## config.mk

```make
export PLATFORM = sky130hd
export DESIGN_NAME = serial_adder_ctrl
export DESIGN_NICKNAME = d
export VERILOG_FILES = /design/src/rtl/serial_adder_pkg.sv /design/src/rtl/FA.sv /design/src/rtl/serial_adder_ctrl.sv
export SDC_FILE = /design/constraint.sdc
export NUM_CORES = 1
export LEC_CHECK = 0
export BUFFER_PORTS_ARGS = -buffer_cell sky130_fd_sc_hd__buf_2
export CAP_MARGIN = 20
export CORE_MARGIN = 2
export CORE_UTILIZATION = 53
export CTS_CLUSTER_SIZE = 8
export DETAILED_ROUTE_END_ITERATION = 7
export GPL_ROUTABILITY_DRIVEN = 0
export PLACE_DENSITY = 0.78
export SYNTH_ARGS = -nofsm -noshare
export SYNTH_HDL_FRONTEND = slang
export SYNTH_HIERARCHICAL = 1
export SYNTH_SLANG_ARGS = --single-unit
```

## constraint.sdc

```tcl
create_clock -name clk -period 1.3 [get_ports clk]
set_input_delay 0.065 -clock clk [delete_from_list [all_inputs] [get_ports clk]]
set_output_delay 0.065 -clock clk [all_outputs]
set_load 0.1 [all_outputs]
```

## src/rtl/serial_adder_pkg.sv

```systemverilog
// Shared definitions for the bit-serial adder controller: FSM state
// encodings and the default operand width.
package serial_adder_pkg;

    localparam int DEFAULT_WIDTH = 8;

    typedef enum logic [1:0] {
        IDLE = 2'd0,
        RUN  = 2'd1,
        DONE = 2'd2
    } state_t;

endpackage

```

## src/rtl/FA.sv

```systemverilog
// Shared 1-bit full-adder cell, instantiated as-is by the serial datapath.
module FA (
    input  logic A,
    input  logic B,
    input  logic cin,
    output logic sum,
    output logic co
);

    assign sum = A ^ B ^ cin;
    assign co  = (A & B) | (cin & (A ^ B));

endmodule

```

## src/rtl/serial_adder_ctrl.sv

```systemverilog
// Bit-serial adder: one full-adder cell processes one bit per RUN cycle,
// LSB first, with the result shifted in from the MSB side.
// Optional build macro SERIAL_ADDER_SUB_EN adds a 'sub' input that turns the
// operation into a - b (two's complement, cout=1 means no borrow).
//
// state | meaning
// ------+------------------------------------------------------------
// IDLE  | waiting for start; sum/cout hold the previous result
// RUN   | one bit per cycle through the full adder, WIDTH cycles
// DONE  | one-cycle done pulse, then back to IDLE
// 2'd3  | unreachable; recovers to IDLE
module serial_adder_ctrl
    import serial_adder_pkg::*;
#(
    parameter int WIDTH = DEFAULT_WIDTH
) (
    input  logic             clk,
    input  logic             rst,
    input  logic             start,
    input  logic [WIDTH-1:0] a,
    input  logic [WIDTH-1:0] b,
    input  logic             cin,
`ifdef SERIAL_ADDER_SUB_EN
    input  logic             sub,
`endif
    output logic             busy,
    output logic             done,
    output logic [WIDTH-1:0] sum,
    output logic             cout
);

    localparam int CW = (WIDTH > 1) ? $clog2(WIDTH) : 1;
    localparam logic [CW-1:0] LAST = CW'(WIDTH - 1);

    state_t           state;
    logic [WIDTH-1:0] a_sh;
    logic [WIDTH-1:0] b_sh;
    logic             carry;
    logic [CW-1:0]    cnt;
    logic [WIDTH-1:0] b_load;
    logic             c_load;
    logic             fa_sum;
    logic             fa_co;

    // Subtraction is a + ~b + 1, so it only changes what gets loaded.
`ifdef SERIAL_ADDER_SUB_EN
    assign b_load = sub ? ~b : b;
    assign c_load = sub ? 1'b1 : cin;
`else
    assign b_load = b;
    assign c_load = cin;
`endif

    FA u_fa (
        .A   (a_sh[0]),
        .B   (b_sh[0]),
        .cin (carry),
        .sum (fa_sum),
        .co  (fa_co)
    );

    // Sequencing FSM with registered busy/done and the serial datapath.
    always_ff @(posedge clk) begin
        if (rst) begin
            state <= IDLE;
            busy  <= 1'b0;
            done  <= 1'b0;
            sum   <= '0;
            cout  <= 1'b0;
            cnt   <= '0;
            carry <= 1'b0;
            a_sh  <= '0;
            b_sh  <= '0;
        end else begin
            case (state)
                IDLE: begin
                    busy <= 1'b0;
                    done <= 1'b0;
                    if (start) begin
                        a_sh  <= a;
                        b_sh  <= b_load;
                        carry <= c_load;
                        cnt   <= '0;
                        sum   <= '0;
                        cout  <= 1'b0;
                        busy  <= 1'b1;
                        state <= RUN;
                    end
                end
                RUN: begin
                    sum   <= {fa_sum, sum[WIDTH-1:1]};
                    a_sh  <= a_sh >> 1;
                    b_sh  <= b_sh >> 1;
                    carry <= fa_co;
                    cnt   <= cnt + CW'(1);
                    if (cnt == LAST) begin
                        cout  <= fa_co;
                        busy  <= 1'b0;
                        done  <= 1'b1;
                        state <= DONE;
                    end
                end
                DONE: begin
                    done  <= 1'b0;
                    busy  <= 1'b0;
                    state <= IDLE;
                end
                default: begin
                    busy  <= 1'b0;
                    done  <= 1'b0;
                    state <= IDLE;
                end
            endcase
        end
    end

endmodule

```

After elaboration in Yosys (flattened, before gate mapping)
Cells that the tools add are included.
Widths: inputs -> output; s select.
{"block": "word_totals", "word_cells": 45, "ff_bits": 33}
{"block": "classes", "reduce_logical": 6, "n_eq_ne": 4, "mux": 19, "n_bitwise": 6, "addsub": 1}
{"operator": "$pmux 8 s2", "count": 3}
{"operator": "$mux 8", "count": 3}
{"operator": "$pmux 1 s2", "count": 3}
{"operator": "$pmux 3 s2", "count": 1}
{"operator": "$mux 1", "count": 5}
{"operator": "$mux 2", "count": 2}
{"operator": "$ne 2x2->1 const B", "count": 2}
{"operator": "$pmux 2 s2", "count": 1}
{"operator": "$reduce_and 2->1", "count": 2}
{"operator": "$add 3x1->3 const B", "count": 1}
{"operator": "$eq 3x3->1 const B", "count": 1}
{"operator": "$mux 3", "count": 1}
{"operator": "$reduce_and 3->1", "count": 1}
{"operator": "$and 1x1->1", "count": 2}
{"operator": "$eq 2x1->1 const B", "count": 1}
{"operator": "$logic_not 2->1", "count": 1}
{"operator": "$reduce_bool 2->1", "count": 1}
{"operator": "$reduce_or 2->1", "count": 1}
{"operator": "$xor 1x1->1", "count": 2}
{"operator": "$not 1->1", "count": 1}
{"operator": "$or 1x1->1", "count": 1}

Logic depth before layout (Yosys ltp)
{"block": "logic_depth", "word_depth": 5, "ltp_mapped": 6, "ltp_nobuf": 5}

Modules after synthesis
Netlist, hierarchy kept.
{"module": "serial_adder_ctrl", "seq_area_each_um2": 660.6, "cells_each": 138, "n_inst": 1, "area_each_um2": 1432.6}
{"module": "FA", "seq_area_each_um2": 0.0, "cells_each": 1, "n_inst": 1, "area_each_um2": 20.0}

Worst setup path before layout
OpenSTA, ideal clock, no wires.
{"block": "synth_timing", "path_kind": "register to register", "startpoint": "register busy (netlist name)", "endpoint": "register busy", "path_stages_with_launch": 3, "path_buffers": 0, "synth_period_minus_slack_ns": 1.377, "setup_ns": 0.086, "path_slack_ns": -0.077, "arrival_ns": 1.291, "cell_sequence": "dfxtp_1 > nand3b_1 > a211oi_1"}
{"element": "end signal, assigned", "line": "serial_adder_ctrl.sv:66", "rtl": "busy <= 1'b0;"}
{"element": "end signal, assigned", "line": "serial_adder_ctrl.sv:77", "rtl": "busy <= 1'b0;"}
{"element": "end signal, assigned", "line": "serial_adder_ctrl.sv:86", "rtl": "busy <= 1'b1;"}
{"element": "end, declared", "line": "serial_adder_ctrl.sv:26", "rtl": "output logic busy,"}

Final worst setup path
{"block": "layout_timing", "startpoint": "register a_sh[0]", "endpoint": "register carry"}
{"block": "layout_between", "elab_chain_cells": 4}
{"element": "start, declared", "line": "serial_adder_ctrl.sv:36", "rtl": "logic [WIDTH-1:0] a_sh;"}
{"element": "start signal, assigned", "line": "serial_adder_ctrl.sv:92", "rtl": "a_sh <= a_sh >> 1;"}
{"element": "$xor 1x1->1", "line": "FA.sv:11", "rtl": "assign co = (A & B) | (cin & (A ^ B));"}
{"element": "$and 1x1->1", "line": "FA.sv:11"}
{"element": "$or 1x1->1 (*)", "line": "FA.sv:11"}
{"element": "net fa_co", "line": "serial_adder_ctrl.sv:43", "rtl": "logic fa_co;"}
{"element": "$pmux 1 s2 (*)", "line": "serial_adder_ctrl.sv:75", "rtl": "case (state)"}
{"element": "end signal, assigned", "line": "serial_adder_ctrl.sv:82", "rtl": "carry <= c_load;"}
{"element": "end signal, assigned", "line": "serial_adder_ctrl.sv:94", "rtl": "carry <= fa_co;"}
{"element": "end, declared", "line": "serial_adder_ctrl.sv:38", "rtl": "logic carry;"}
Mark *: on every way through the listed nets, which the timed path passes. The rest lies on a longest branch.
A chain may end at the register's enable or synchronous reset.

==> reports/qor.txt <==
STATUS
------------------------------------------------------------------------------------------
Status                                                                           completed

SYNTHESIS
------------------------------------------------------------------------------------------
Compound-cell area share of the yosys netlist                                        22.2%
Number of distinct library cells after synthesis                                        29
Combinational family with the most area after synthesis                       compound AO/OA/AOI/OAI gates
Avg Cell Area, Syn                                                              10.5 sq um
Share of the synthesized area in the top cell type                                   45.5%
Total of flip-flops plus latches after synthesis                                        33
Sequential element share of the synthesized area                                     45.5%
Area share of and/or/nand/nor cells after synthesis                                  12.5%
Post-Synthesis Net Count                                                               162
Share of synthesized area spent on multiplexers                                      8.96%
Gate count of the mapped netlist                                                       139
Combined area of all synthesized cells                                          1450 sq um
Xor and xnor fraction of the mapped netlist area                                        0%
Total of warnings raised by yosys                                                        6
Largest area contributor in the netlist                                       sky130_fd_sc_hd__dfxtp_1
Adder-cell area share of the yosys netlist                                           3.10%
Biggest area contributors in the synthesized netlist                          sky130_fd_sc_hd__dfxtp_1 (45%), sky130_fd_sc_hd__mux2i_1 (9.0%), sky130_fd_sc_hd__a211oi_2 (8.6%)

GLOBAL ROUTING
------------------------------------------------------------------------------------------
Overall track demand over capacity in global routing                                 20.0%
Global route total overflow                                                              0
Initial antenna violation count                                                          0
First-pass GRT wire length                                                         4890 um
Number of global-route vias before repair                                             1130
Largest net degree at the start of global routing                                       24

STA
------------------------------------------------------------------------------------------
Final critical path time including I/O delays and setup                            1200 ps
FMAX                                                                               834 MHz
Setup Viol. Count Final                                                                  0
Sum Neg Setup Slack                                                                   0 ps
Final count of hold timing violations                                                    0
Final worst clock skew                                                             5.64 ps
Tightest slew margin relative to the limit                                           67.3%
Slew Limit Fails                                                                         0
Worst slew pin tran                                                                 494 ps
Crit share post-route                                                                92.2%
Setup repair after global routing missed its margin                                     no

SETUP PATH
------------------------------------------------------------------------------------------
Class of the most critical setup path                                              reg2reg
Category of the worst setup path launch point                                     register
Reg-to-reg critical path startpoint                                                a_sh[0]
Maximum fanout encountered on the critical timing path                                   2
Arrival time worst endpoint                                                        1420 ps
Required time at the endpoint of the critical path                                 1530 ps
Startpoint of the worst setup timing path                                          a_sh[0]
Setup crit end kind                                                               register

PLACE
------------------------------------------------------------------------------------------
Inst Count DP                                                                          195
Port Buffers                                                                            30
Area of placed instances                                                        1620 sq um
Total half-perimeter wirelength after legalization and detailed placement          2040 um

DETAILED ROUTING
------------------------------------------------------------------------------------------
First-pass iteration count of the detailed router                                        4
Routed length on met2                                                              1360 um
Routed wire length                                                                 2840 um
Routed wire per std cell                                                           13.9 um
Routed metal-1 wirelength                                                          1260 um
Starting DRC count in detailed routing                                                  27
Antenna viol nets, final                                                                 0
Vias/cell                                                                             5.53
DR WL met3                                                                          172 um
Highest routed layer                                                                  met4
Number of vias in the routed layout                                                   1133
DRC Markers                                                                              0

CELLS AND AREA
------------------------------------------------------------------------------------------
Non-filler instance count after layout                                                 205
Layout cell share with drive strength beyond 1                                       40.0%
Syn-to-layout area delta                                                             18.3%
Final net count                                                                        197
Area of all placed cells without fillers                                        1720 sq um
Antenna Cells                                                                            0

CTS
------------------------------------------------------------------------------------------
CTS sink cnt                                                                            33
Post-CTS Setup Repair Bufs                                                               0
Clk Tree Root Cell                                                            sky130_fd_sc_hd__clkbuf_4
Number of clock buffers inserted by TritonCTS                                            5
Clock tree from TritonCTS                                                             done
Worst-skew pair later-pin latency                                                   340 ps
Clock edge transition at the registers on the reported setup and hold paths          90 ps
H-tree level count                                                                       2
Number of buffers between clock root and the deepest sink                                2

FLOORPLAN
------------------------------------------------------------------------------------------
Site row count                                                                          18
I/O pin cnt                                                                             31
Starting utilization of the core area                                                57.1%
Placeable Area                                                                  2540 sq um
Die outline height                                                                 56.4 um
Die ar.                                                                         3180 sq um
Die boundary width                                                                 56.4 um

POWER
------------------------------------------------------------------------------------------
LEAKAGE                                                                           0.735 nW
PwrDens                                                                       1230 nW/um^2
Largest vdd supply drop                                                            1.00 mV
Total Power Consumption                                                            2.12 mW

MIN PATH
------------------------------------------------------------------------------------------
Startpoint of the worst hold path                                                     b[0]
Class of the tightest hold or removal check                                         in2reg

RUN
------------------------------------------------------------------------------------------
Maxcap violations                                                                        0

[synth_stat cells]
cell / instances
sky130_fd_sc_hd__a21oi_1: 1
sky130_fd_sc_hd__and3b_1: 1
sky130_fd_sc_hd__buf_2: 2
sky130_fd_sc_hd__buf_12: 1
sky130_fd_sc_hd__buf_1: 2
sky130_fd_sc_hd__o21ba_4: 1
sky130_fd_sc_hd__ha_1: 2
sky130_fd_sc_hd__buf_8: 1
sky130_fd_sc_hd__a211oi_1: 6
sky130_fd_sc_hd__nand2b_1: 1
sky130_fd_sc_hd__nor4_1: 1
sky130_fd_sc_hd__o21ai_0: 2
sky130_fd_sc_hd__nor2_1: 30
sky130_fd_sc_hd__dfxtp_1: 33
sky130_fd_sc_hd__nor2_2: 1
sky130_fd_sc_hd__fa_1: 1
sky130_fd_sc_hd__buf_6: 4
sky130_fd_sc_hd__mux2i_1: 13
sky130_fd_sc_hd__o21bai_1: 1
sky130_fd_sc_hd__clkbuf_1: 2
sky130_fd_sc_hd__nand3b_1: 1
sky130_fd_sc_hd__o2bb2ai_1: 2
sky130_fd_sc_hd__nor2b_1: 1
sky130_fd_sc_hd__a22oi_1: 12
sky130_fd_sc_hd__nand3_1: 1
sky130_fd_sc_hd__inv_1: 2
sky130_fd_sc_hd__a211oi_2: 10
sky130_fd_sc_hd__o22ai_1: 1
sky130_fd_sc_hd__nor3b_1: 3
[final cells by class]
class / instances / area, sq um
clock buffers: 7 / 65.1
clock inverters: 1 / 5.00
fillers: 211 / 827
inverters: 2 / 7.51
multi-input cells: 92 / 687
flip-flops and latches: 33 / 673
well taps: 30 / 37.5
repair buffers: 40 / 243
[what timing repair did]
action                                  in CTS  in global routing
endpoints found under the hold margin        2                  0
hold buffers                                 2                  0
pin swaps                                    0                  2
endpoints found under the setup margin       1                  5
gates resized for setup                      1                  3
[worst max-delay path, cell delays in order (launching register included)]
cell and delay [ps]:
sky130_fd_sc_hd__dfxtp_1 340, sky130_fd_sc_hd__fa_1 470, sky130_fd_sc_hd__mux2i_1 190, sky130_fd_sc_hd__a211oi_2 90
[power by group]
group | switching, mW | leakage, nW | total, mW | internal [mW]
combinational | 0.197 | 0.418 | 0.348 | 0.151
sequential | 0.0407 | 0.275 | 1.11 | 1.07
clock | 0.344 | 0.0413 | 0.657 | 0.313
total | 0.582 | 0.735 | 2.12 | 1.54
[metal layers]
metal / global-route usage [%] / up-vias
met4: 7.82 / 0
met3: 8.29 / 10
li1: - / 569
met2: 33.1 / 29
met1: 23.0 / 525
met5: 0 / -
[per-stage QoR]
step | utilization [%] | hold WS, ps | setup WS (ps)
global placement | 63.6 | 312 | 92.5
global route | 67.5 | 45.5 | 17.4
floorplan | - | 213 | 3.11
detailed placement | 63.6 | 337 | -17.6
CTS | 67.3 | 61.2 | 5.91
finish | 67.5 | 63.5 | 101
[kinds of logic after synthesis]
logic type	after synthesis
buf+inv	14
compound gates	36
simple gates	40
fa+ha+maj	3
flops	33
mux	13
[final timing paths]
kind | endpoint | slack, ps | cells after the start
setup / recovery | carry | 100 | 3
hold / removal | b_sh[0] | 60 | 3
setup reg to reg | carry | 100 | 3
hold reg to reg | done | 490 | 2
[placed cells by master (no fill, tap or decap), types with 2 or more instances in the layout]
master / n
sky130_fd_sc_hd__nor2_1: 30
sky130_fd_sc_hd__buf_2: 30
sky130_fd_sc_hd__dfxtp_1: 23
sky130_fd_sc_hd__mux2i_1: 13
sky130_fd_sc_hd__a22oi_1: 12
sky130_fd_sc_hd__a211oi_2: 10
sky130_fd_sc_hd__dfxtp_2: 10
sky130_fd_sc_hd__buf_4: 7
sky130_fd_sc_hd__a211oi_1: 6
sky130_fd_sc_hd__clkbuf_4: 5
sky130_fd_sc_hd__inv_1: 2
sky130_fd_sc_hd__nor3b_1: 2
sky130_fd_sc_hd__o2bb2ai_1: 2
sky130_fd_sc_hd__clkbuf_8: 2
sky130_fd_sc_hd__dlygate4sd3_1: 2
[flip-flops by register name, summed over array words and instances (netlist names)]
signal  cells
a_sh        8
b_sh        8
busy        1
carry       1
cnt         3
cout        1
done        1
state       2
sum         8
(Power assumes the default switching activity.)
